===== src/rtl/vga_timing_gen_pkg.sv =====
// rtl/vga_timing_gen_pkg.sv - shared timing constants, standard modes and helpers for the raster timing generator
//
// Purpose: common definitions imported by the timing generator, its axis
// counters and the interface users.
//   POL_LOW / POL_HIGH  sync asserted level
//   axis_timing_t       one axis worth of active/porch/sync widths plus polarity
//   MODE_*              standard VESA/DMT modes, one horizontal and one vertical entry each
//   total()             sum of the four segment widths of an axis
package vga_timing_pkg;

  localparam logic POL_LOW  = 1'b0;
  localparam logic POL_HIGH = 1'b1;

  typedef struct packed {
    int   active;
    int   fp;
    int   sync;
    int   bp;
    logic pol;
  } axis_timing_t;

  typedef struct packed {
    axis_timing_t h;
    axis_timing_t v;
  } video_mode_t;

  // 640x480@60, 25.175 MHz pixel rate
  localparam video_mode_t MODE_640X480_60 = '{
    h: '{active: 640,  fp: 16, sync: 96,  bp: 48,  pol: POL_LOW},
    v: '{active: 480,  fp: 10, sync: 2,   bp: 33,  pol: POL_LOW}
  };

  // 800x600@60, 40 MHz pixel rate
  localparam video_mode_t MODE_800X600_60 = '{
    h: '{active: 800,  fp: 40, sync: 128, bp: 88,  pol: POL_HIGH},
    v: '{active: 600,  fp: 1,  sync: 4,   bp: 23,  pol: POL_HIGH}
  };

  // 1024x768@60, 65 MHz pixel rate
  localparam video_mode_t MODE_1024X768_60 = '{
    h: '{active: 1024, fp: 24, sync: 136, bp: 160, pol: POL_LOW},
    v: '{active: 768,  fp: 3,  sync: 6,   bp: 29,  pol: POL_LOW}
  };

  function automatic int total(input int active, input int fp, input int sync, input int bp);
    return active + fp + sync + bp;
  endfunction

endpackage


===== src/rtl/vga_timing_gen_if.sv =====
// rtl/vga_timing_gen_if.sv - pixel-enable and raster timing bundle between the generator and the pixel path
//
// Purpose: groups the pixel clock-enable and every timing output of
// vga_timing_gen so pixel pipelines take one port.
//   pix_ce           pixel enable, supplied by the pixel-rate source
//   vga_h_sync       horizontal sync at its configured polarity
//   vga_v_sync       vertical sync at its configured polarity
//   in_display_area  current (counter_x, counter_y) is visible
//   counter_x/y      current pixel column / line
//   line_start       one-clk strobe on the first pixel of every line
//   frame_start      one-clk strobe on the first pixel of every frame
// Modports: master = timing generator, slave = pixel path / enable source.
interface vga_timing_gen_if #(
  parameter int CNT_W = 10
);

  logic             pix_ce;
  logic             vga_h_sync;
  logic             vga_v_sync;
  logic             in_display_area;
  logic [CNT_W-1:0] counter_x;
  logic [CNT_W-1:0] counter_y;
  logic             line_start;
  logic             frame_start;

  modport master (
    input  pix_ce,
    output vga_h_sync,
    output vga_v_sync,
    output in_display_area,
    output counter_x,
    output counter_y,
    output line_start,
    output frame_start
  );

  modport slave (
    output pix_ce,
    input  vga_h_sync,
    input  vga_v_sync,
    input  in_display_area,
    input  counter_x,
    input  counter_y,
    input  line_start,
    input  frame_start
  );

endinterface


===== src/rtl/vga_timing_gen_axis_counter.sv =====
// rtl/vga_timing_gen_axis_counter.sv - one raster axis: wrapping position counter with active and sync decode
//
// Purpose: counts positions 0..TOTAL-1 along one axis and decodes the
// visible region and sync window from the current count (combinational).
// Ports:
//   clk, reset  system clock, asynchronous active-high reset
//   ce          pixel enable
//   inc         advance request for this axis (1 for horizontal, line wrap for vertical)
//   cnt         current position
//   wrap        cnt is at TOTAL-1 and this axis advances on the next enabled edge
//   active      cnt lies in the visible segment
//   sync        sync level, POL while cnt is in the sync segment, ~POL otherwise
module vga_axis_counter
  import vga_timing_pkg::*;
#(
  parameter int   ACTIVE = 640,
  parameter int   FP     = 16,
  parameter int   SYNC   = 96,
  parameter int   BP     = 48,
  parameter logic POL    = POL_LOW,
  parameter int   CNT_W  = 10
) (
  input  logic             clk,
  input  logic             reset,
  input  logic             ce,
  input  logic             inc,
  output logic [CNT_W-1:0] cnt,
  output logic             wrap,
  output logic             active,
  output logic             sync
);

  localparam int TOTAL      = total(ACTIVE, FP, SYNC, BP);
  localparam int SYNC_START = ACTIVE + FP;
  localparam int SYNC_END   = ACTIVE + FP + SYNC;
  localparam logic [CNT_W-1:0] LAST = CNT_W'(TOTAL - 1);

  if (TOTAL > 2 ** CNT_W) begin : g_total_check
    $error("vga_axis_counter: total %0d does not fit in %0d counter bits", TOTAL, CNT_W);
  end

  if (SYNC < 1) begin : g_sync_check
    $error("vga_axis_counter: sync width must be at least 1");
  end

  logic [CNT_W-1:0] cnt_q;
  logic [31:0]      cnt_w;
  logic             at_last;
  logic             in_sync;

  assign at_last = (cnt_q == LAST);

  always_ff @(posedge clk or posedge reset) begin
    if (reset) begin
      cnt_q <= '0;
    end else if (ce && inc) begin
      cnt_q <= at_last ? '0 : cnt_q + CNT_W'(1);
    end
  end

  // Decode in 32 bits so a sync window ending exactly at 2**CNT_W
  // (zero back porch, full-range counter) does not truncate to 0.
  assign cnt_w   = 32'(cnt_q);
  assign in_sync = (cnt_w >= 32'(SYNC_START)) && (cnt_w < 32'(SYNC_END));

  assign cnt    = cnt_q;
  assign wrap   = inc && at_last;
  assign active = (cnt_w < 32'(ACTIVE));
  assign sync   = in_sync ? POL : ~POL;

endmodule


===== src/rtl/vga_timing_gen.sv =====
// rtl/vga_timing_gen.sv - parametrised raster timing generator with pixel enable and line/frame strobes
//
// Purpose: drives syncs, display-area flag, pixel position and line/frame
// strobes for a raster of (H_ACTIVE+H_FP+H_SYNC+H_BP) x (V_ACTIVE+V_FP+V_SYNC+V_BP)
// enabled clocks. All outputs are registered from the same counter values,
// so they are mutually aligned, one enabled clk behind the counters.
// Ports:
//   clk    system clock
//   reset  asynchronous active-high reset
//   vid    vga_timing_gen_if.master: pix_ce in, timing outputs out
//          (interface CNT_W must equal this module's CNT_W)
module vga_timing_gen
  import vga_timing_pkg::*;
#(
  parameter int   CNT_W    = 10,
  parameter int   H_ACTIVE = MODE_640X480_60.h.active,
  parameter int   H_FP     = MODE_640X480_60.h.fp,
  parameter int   H_SYNC   = MODE_640X480_60.h.sync,
  parameter int   H_BP     = MODE_640X480_60.h.bp,
  parameter int   V_ACTIVE = MODE_640X480_60.v.active,
  parameter int   V_FP     = MODE_640X480_60.v.fp,
  parameter int   V_SYNC   = MODE_640X480_60.v.sync,
  parameter int   V_BP     = MODE_640X480_60.v.bp,
  parameter logic H_POL    = POL_LOW,
  parameter logic V_POL    = POL_LOW
) (
  input  logic               clk,
  input  logic               reset,
  vga_timing_gen_if.master   vid
);

  logic [CNT_W-1:0] h_cnt;
  logic [CNT_W-1:0] v_cnt;
  logic             h_wrap;
  logic             v_wrap_unused;
  logic             h_active;
  logic             v_active;
  logic             h_sync_lvl;
  logic             v_sync_lvl;

  vga_axis_counter #(
    .ACTIVE (H_ACTIVE),
    .FP     (H_FP),
    .SYNC   (H_SYNC),
    .BP     (H_BP),
    .POL    (H_POL),
    .CNT_W  (CNT_W)
  ) u_h_axis (
    .clk    (clk),
    .reset  (reset),
    .ce     (vid.pix_ce),
    .inc    (1'b1),
    .cnt    (h_cnt),
    .wrap   (h_wrap),
    .active (h_active),
    .sync   (h_sync_lvl)
  );

  // Vertical axis steps once per line, on the horizontal wrap.
  vga_axis_counter #(
    .ACTIVE (V_ACTIVE),
    .FP     (V_FP),
    .SYNC   (V_SYNC),
    .BP     (V_BP),
    .POL    (V_POL),
    .CNT_W  (CNT_W)
  ) u_v_axis (
    .clk    (clk),
    .reset  (reset),
    .ce     (vid.pix_ce),
    .inc    (h_wrap),
    .cnt    (v_cnt),
    .wrap   (v_wrap_unused),
    .active (v_active),
    .sync   (v_sync_lvl)
  );

  logic [CNT_W-1:0] x_q;
  logic [CNT_W-1:0] y_q;
  logic             de_q;
  logic             hs_q;
  logic             vs_q;
  logic             line_q;
  logic             frame_q;

  // Output stage. Reset leaves the syncs deasserted and the display flag
  // low; the first enabled edge afterwards presents pixel (0,0) together
  // with both strobes, so a full frame always follows reset.
  always_ff @(posedge clk or posedge reset) begin
    if (reset) begin
      x_q     <= '0;
      y_q     <= '0;
      de_q    <= 1'b0;
      hs_q    <= ~H_POL;
      vs_q    <= ~V_POL;
      line_q  <= 1'b0;
      frame_q <= 1'b0;
    end else if (vid.pix_ce) begin
      x_q     <= h_cnt;
      y_q     <= v_cnt;
      de_q    <= h_active && v_active;
      hs_q    <= h_sync_lvl;
      vs_q    <= v_sync_lvl;
      line_q  <= (h_cnt == '0);
      frame_q <= (h_cnt == '0) && (v_cnt == '0);
    end else begin
      // Strobes last one clk even when pix_ce is slower than clk.
      line_q  <= 1'b0;
      frame_q <= 1'b0;
    end
  end

  assign vid.counter_x       = x_q;
  assign vid.counter_y       = y_q;
  assign vid.in_display_area = de_q;
  assign vid.vga_h_sync      = hs_q;
  assign vid.vga_v_sync      = vs_q;
  assign vid.line_start      = line_q;
  assign vid.frame_start     = frame_q;

endmodule

===== src/flat_wrapper.sv =====
// flat-port wrapper written by rule: the top's interface ports become plain ports
module vga_timing_gen_flat import vga_timing_pkg::*;
#(
  parameter int   CNT_W    = 10,
  parameter int   H_ACTIVE = MODE_640X480_60.h.active,
  parameter int   H_FP     = MODE_640X480_60.h.fp,
  parameter int   H_SYNC   = MODE_640X480_60.h.sync,
  parameter int   H_BP     = MODE_640X480_60.h.bp,
  parameter int   V_ACTIVE = MODE_640X480_60.v.active,
  parameter int   V_FP     = MODE_640X480_60.v.fp,
  parameter int   V_SYNC   = MODE_640X480_60.v.sync,
  parameter int   V_BP     = MODE_640X480_60.v.bp,
  parameter logic H_POL    = POL_LOW,
  parameter logic V_POL    = POL_LOW
)
  (clk, reset, vid_pix_ce, vid_vga_h_sync, vid_vga_v_sync, vid_in_display_area, vid_counter_x, vid_counter_y, vid_line_start, vid_frame_start);
  vga_timing_gen_if #(.CNT_W(CNT_W)) vid_i ();
  input  logic clk;
  input  logic reset;
  input wire logic [$bits(vid_i.pix_ce)-1:0] vid_pix_ce;
  output wire logic [$bits(vid_i.vga_h_sync)-1:0] vid_vga_h_sync;
  output wire logic [$bits(vid_i.vga_v_sync)-1:0] vid_vga_v_sync;
  output wire logic [$bits(vid_i.in_display_area)-1:0] vid_in_display_area;
  output wire logic [$bits(vid_i.counter_x)-1:0] vid_counter_x;
  output wire logic [$bits(vid_i.counter_y)-1:0] vid_counter_y;
  output wire logic [$bits(vid_i.line_start)-1:0] vid_line_start;
  output wire logic [$bits(vid_i.frame_start)-1:0] vid_frame_start;
  assign vid_i.pix_ce = vid_pix_ce;
  assign vid_vga_h_sync = vid_i.vga_h_sync;
  assign vid_vga_v_sync = vid_i.vga_v_sync;
  assign vid_in_display_area = vid_i.in_display_area;
  assign vid_counter_x = vid_i.counter_x;
  assign vid_counter_y = vid_i.counter_y;
  assign vid_line_start = vid_i.line_start;
  assign vid_frame_start = vid_i.frame_start;
  vga_timing_gen #(.CNT_W(CNT_W), .H_ACTIVE(H_ACTIVE), .H_FP(H_FP), .H_SYNC(H_SYNC), .H_BP(H_BP), .V_ACTIVE(V_ACTIVE), .V_FP(V_FP), .V_SYNC(V_SYNC), .V_BP(V_BP), .H_POL(H_POL), .V_POL(V_POL)) u_core (.clk(clk), .reset(reset), .vid(vid_i));
endmodule

===== config.mk =====
export PLATFORM = sky130hd
export DESIGN_NAME = vga_timing_gen_flat
export DESIGN_NICKNAME = d
export VERILOG_FILES = /design/src/rtl/vga_timing_gen_pkg.sv /design/src/rtl/vga_timing_gen_if.sv /design/src/rtl/vga_timing_gen_axis_counter.sv /design/src/rtl/vga_timing_gen.sv /design/src/flat_wrapper.sv
export SDC_FILE = /design/constraint.sdc
export NUM_CORES = 1
export LEC_CHECK = 0
export ABC_AREA = 1
export BUFFER_PORTS_ARGS = -buffer_cell sky130_fd_sc_hd__buf_2
export CAP_MARGIN = 5
export CORE_ASPECT_RATIO = 0.6
export CORE_UTILIZATION = 40
export DETAILED_ROUTE_END_ITERATION = 8
export PLACE_DENSITY = 0.66
export SETUP_SLACK_MARGIN = 0.02
export SLEW_MARGIN = 5
export SYNTH_ARGS = -nofsm -noshare
export SYNTH_HDL_FRONTEND = slang
export SYNTH_SLANG_ARGS = --single-unit

===== constraint.sdc =====
create_clock -name clk -period 1.7 [get_ports clk]
set_input_delay 0.085 -clock clk [delete_from_list [all_inputs] [get_ports clk]]
set_output_delay 0.085 -clock clk [all_outputs]
set_load 0.01 [all_outputs]

==> flow_metrics.tcl <==
set metrics [dict create \
    root_buffer "clkbuf_8" \
    met3_length_um 303 \
    initial_utilization_pct 42.2 \
    grt_util_all_layers_pct 18.4 \
    clockPowerShare_pct 25.5 \
    netlist_area_mm2 0.00216 \
    syn2layout_area_growth_pct 14.5 \
    critPathBufInv 2 \
    dp_hpwl_um 3470 \
    whs_path_depth 2 \
    ys_types 29 \
    ys_seq_area_share_pct 52.2 \
    final_antenna_net_count 0 \
    clockBufferDepth 2 \
    cts.htree.levels 2 \
    grt_first_pass_wirelength_um 8010 \
    outcome "complete, no violations" \
    die_area_mm2 0.00572 \
    dpl-instance-area_mm2 0.00238 \
    crit_cells 8 \
    synth-edff-count 0 \
    cts_buffers 5 \
    comb_power_share_pct 21.5 \
    synth_warnings 0 \
    drc_errors 0 \
    setup_viol 0 \
    yosysTopAreaCell "dfrtp_1" \
    syn_nets 262 \
    die_h_um 59.0 \
    avgSynthCellArea_um2 8.52 \
    power.density_mw_per_mm2 1080 \
    cp_common_cell "nand2_1" \
    hold_path.class "primary input to flop" \
    netlist_instances 254 \
    fin_crit_sh_pct 87.2 \
    multiInputGateArea_um2 903 \
    portBuffers 27 \
    cts_tree "done" \
    worst_path_max_delay_cell "dfrtp_1" \
    drt_wl_total_um 4770 \
    ios 28 \
    antenna_found_initial 0 \
    dr_wl_met2_um 1730 \
    grt_pass1_vias 1535 \
    finalInstanceArea_mm2 0.00248 \
    diodes 0 \
    switchingPower_uw 890 \
    worstSkewPairLatency_ns 0.29 \
    finalSetupTns_ns 0 \
    fin_crit_ns 1.48 \
    end_kind "flop" \
    drtIter0Drc 99 \
    fmax_mhz 675 \
    place.gp.congestion 0.813 \
    r2r_cells 8 \
    num_rows 20 \
    arrival_ns 1.67 \
    internal_power_mw 1.78 \
    power.total_mw 2.67 \
    met1_length_um 2700 \
    vias 1707 \
    p_leak_nw 1.23 \
    critPathMaxFanout 10 \
    path_cells "inv_1 -> nand2_1 -> nor2_4 -> nand3_4 -> nor2_8 -> inv_4 -> nand2_1 -> o21ai_2" \
    regArea_mm2 0.00113 \
    async_flop_share_pct 100 \
    wire_per_inst_um 13.5 \
    highest_layer "met4" \
    post_route_cells_drive_above_1_share_pct 18.9 \
    p_seq_share_pct 53.0 \
    slew_viol_final 0 \
    cpPeakStageDelay_ns 0.41 \
    path_delay_family "simple AND/OR/NAND/NOR gates" \
    firstDrtPassIters 4 \
    worstMarginPinSlew_ns 0.569 \
    ir_drop_mv 0.463 \
    ys_seq_elements 45 \
    grt_max_degree 46 \
    postCtsResizedCells 0 \
    synth_ff_type "dfrtp_1" \
    drv_cap 0 \
    final_hold_viol_count 0 \
    synth_top_area_share_pct 49.7 \
    yosysMostFrequentCell "nand2_1" \
    grt_overflow_total 0 \
    core_area_mm2 0.00513 \
    timing.hold.ws_ns 0.190 \
    die_w_um 96.9 \
    critPathKind "flop to flop" \
    viasPerCell 4.85 \
    p_sw_share_pct 33.3 \
    synth_common_cells "nand2_1 (74), dfrtp_1 (43), nor2_1 (26)" \
    clock_skew_ns 0.00501 \
    final_net_count 293 \
    post-route-util_pct 48.3 \
    netlist_top_cells_area "dfrtp_1 (50%), nand2_1 (13%), nor2_1 (4.5%), o21ai_0 (3.7%), inv_1 (3.6%)" \
    rsz0062_at_grt "false" \
    clkTransAtPathRegs_ns 0.08 \
    critPathRequiredTime_ns 1.89 \
    critPathLaunchType "flop" \
    fill_cells 515 \
    clock_sinks 45 \
    slew_headroom_pct 62.1 \
]
[metrics by stage]
stage,cells,setup slack (ns)
after floorplan,254,0.421
after global placement,343,0.263
after detailed placement,343,0.264
after CTS,352,0.229
after global routing,352,0.0813
final,352,0.218
[flip-flops by register name (all words and copies together), names as in the netlist]
register	flops
u_core.u_v_axis.cnt	10
u_core.vid.frame_start	1
u_core.u_h_axis.cnt	10
u_core.vid.counter_x	10
u_core.vid.vga_h_sync	1
u_core.vid.vga_v_sync	1
u_core.vid.line_start	1
u_core.vid.in_display_area	1
u_core.vid.counter_y	10
[per-layer routing]
layer  vias to the layer above  global-route usage, %
met4                         0                   4.48
met2                        52                   23.5
met1                       783                   30.1
met3                         4                   4.63
li1                        868                      -
met5                         -                      0
[power by group through the flow]
stage	Clock (mW)	Combinational (mW)	Sequential [mW]
3_5_place_dp	0	0.576	1.44
5_1_grt	0.751	0.662	1.45
6_report	0.680	0.575	1.42
3_3_place_gp	0	0.569	1.43
4_1_cts	0.697	0.581	1.42
2_1_floorplan	0	0.354	1.44
[final timing paths]
| path | start | end | slack (ns) |
|---|---|---|---|
| max | u_core.u_h_axis.cnt[6] | u_core.u_v_axis.cnt[5] | 0.22 |
| min | vid_pix_ce | u_core.u_h_axis.cnt[1] | 0.19 |
| max reg2reg | u_core.u_h_axis.cnt[6] | u_core.u_v_axis.cnt[5] | 0.22 |
| min reg2reg | u_core.vid.counter_y[7] | u_core.vid.counter_y[7] | 0.47 |
| max in group asynchronous | reset | u_core.vid.vga_h_sync | 0.83 |
| min in group asynchronous | reset | u_core.vid.counter_y[7] | 0.46 |
[cell type report]
class	instances	share of cell area, %
tap	66	3.34
multi-input combinational	176	36.5
inverter	25	3.89
clock buffer	8	3.64
timing repair buffer	32	7.07
sequential	45	45.6
[cells in the final DEF (no fill, tap or decap), drive strengths merged]
master / count
nand4: 7
o21ai: 23
clkinv: 1
and2: 1
buf: 31
dfstp: 2
nand2: 76
xor2: 6
clkbuf: 8
ha: 5
nand3: 15
a21oi: 2
dlygate4sd3: 1
xnor2: 3
o22ai: 1
nor3: 5
inv: 24
nor2: 30
dfrtp: 43
nand3b: 2
[logic make-up (layout without fill, tap and decap cells)]
logic type,count (synthesis),after routing,share of synthesized area (%)
AO/OA/AOI/OAI,26,26,6.59
flip-flops,45,45,52.2
buffers and inverters,33,65,6.07
adder cells (fa/ha/maj),5,5,2.89
XOR/XNOR,9,9,3.64
AND/OR/NAND/NOR,136,136,28.6
[what timing repair did]
action,in CTS,in global routing
hold buffers,1,0
endpoints found under the hold margin,43,0
buffers inserted,0,0
No activity file was read; power rests on OpenSTA's default activity.
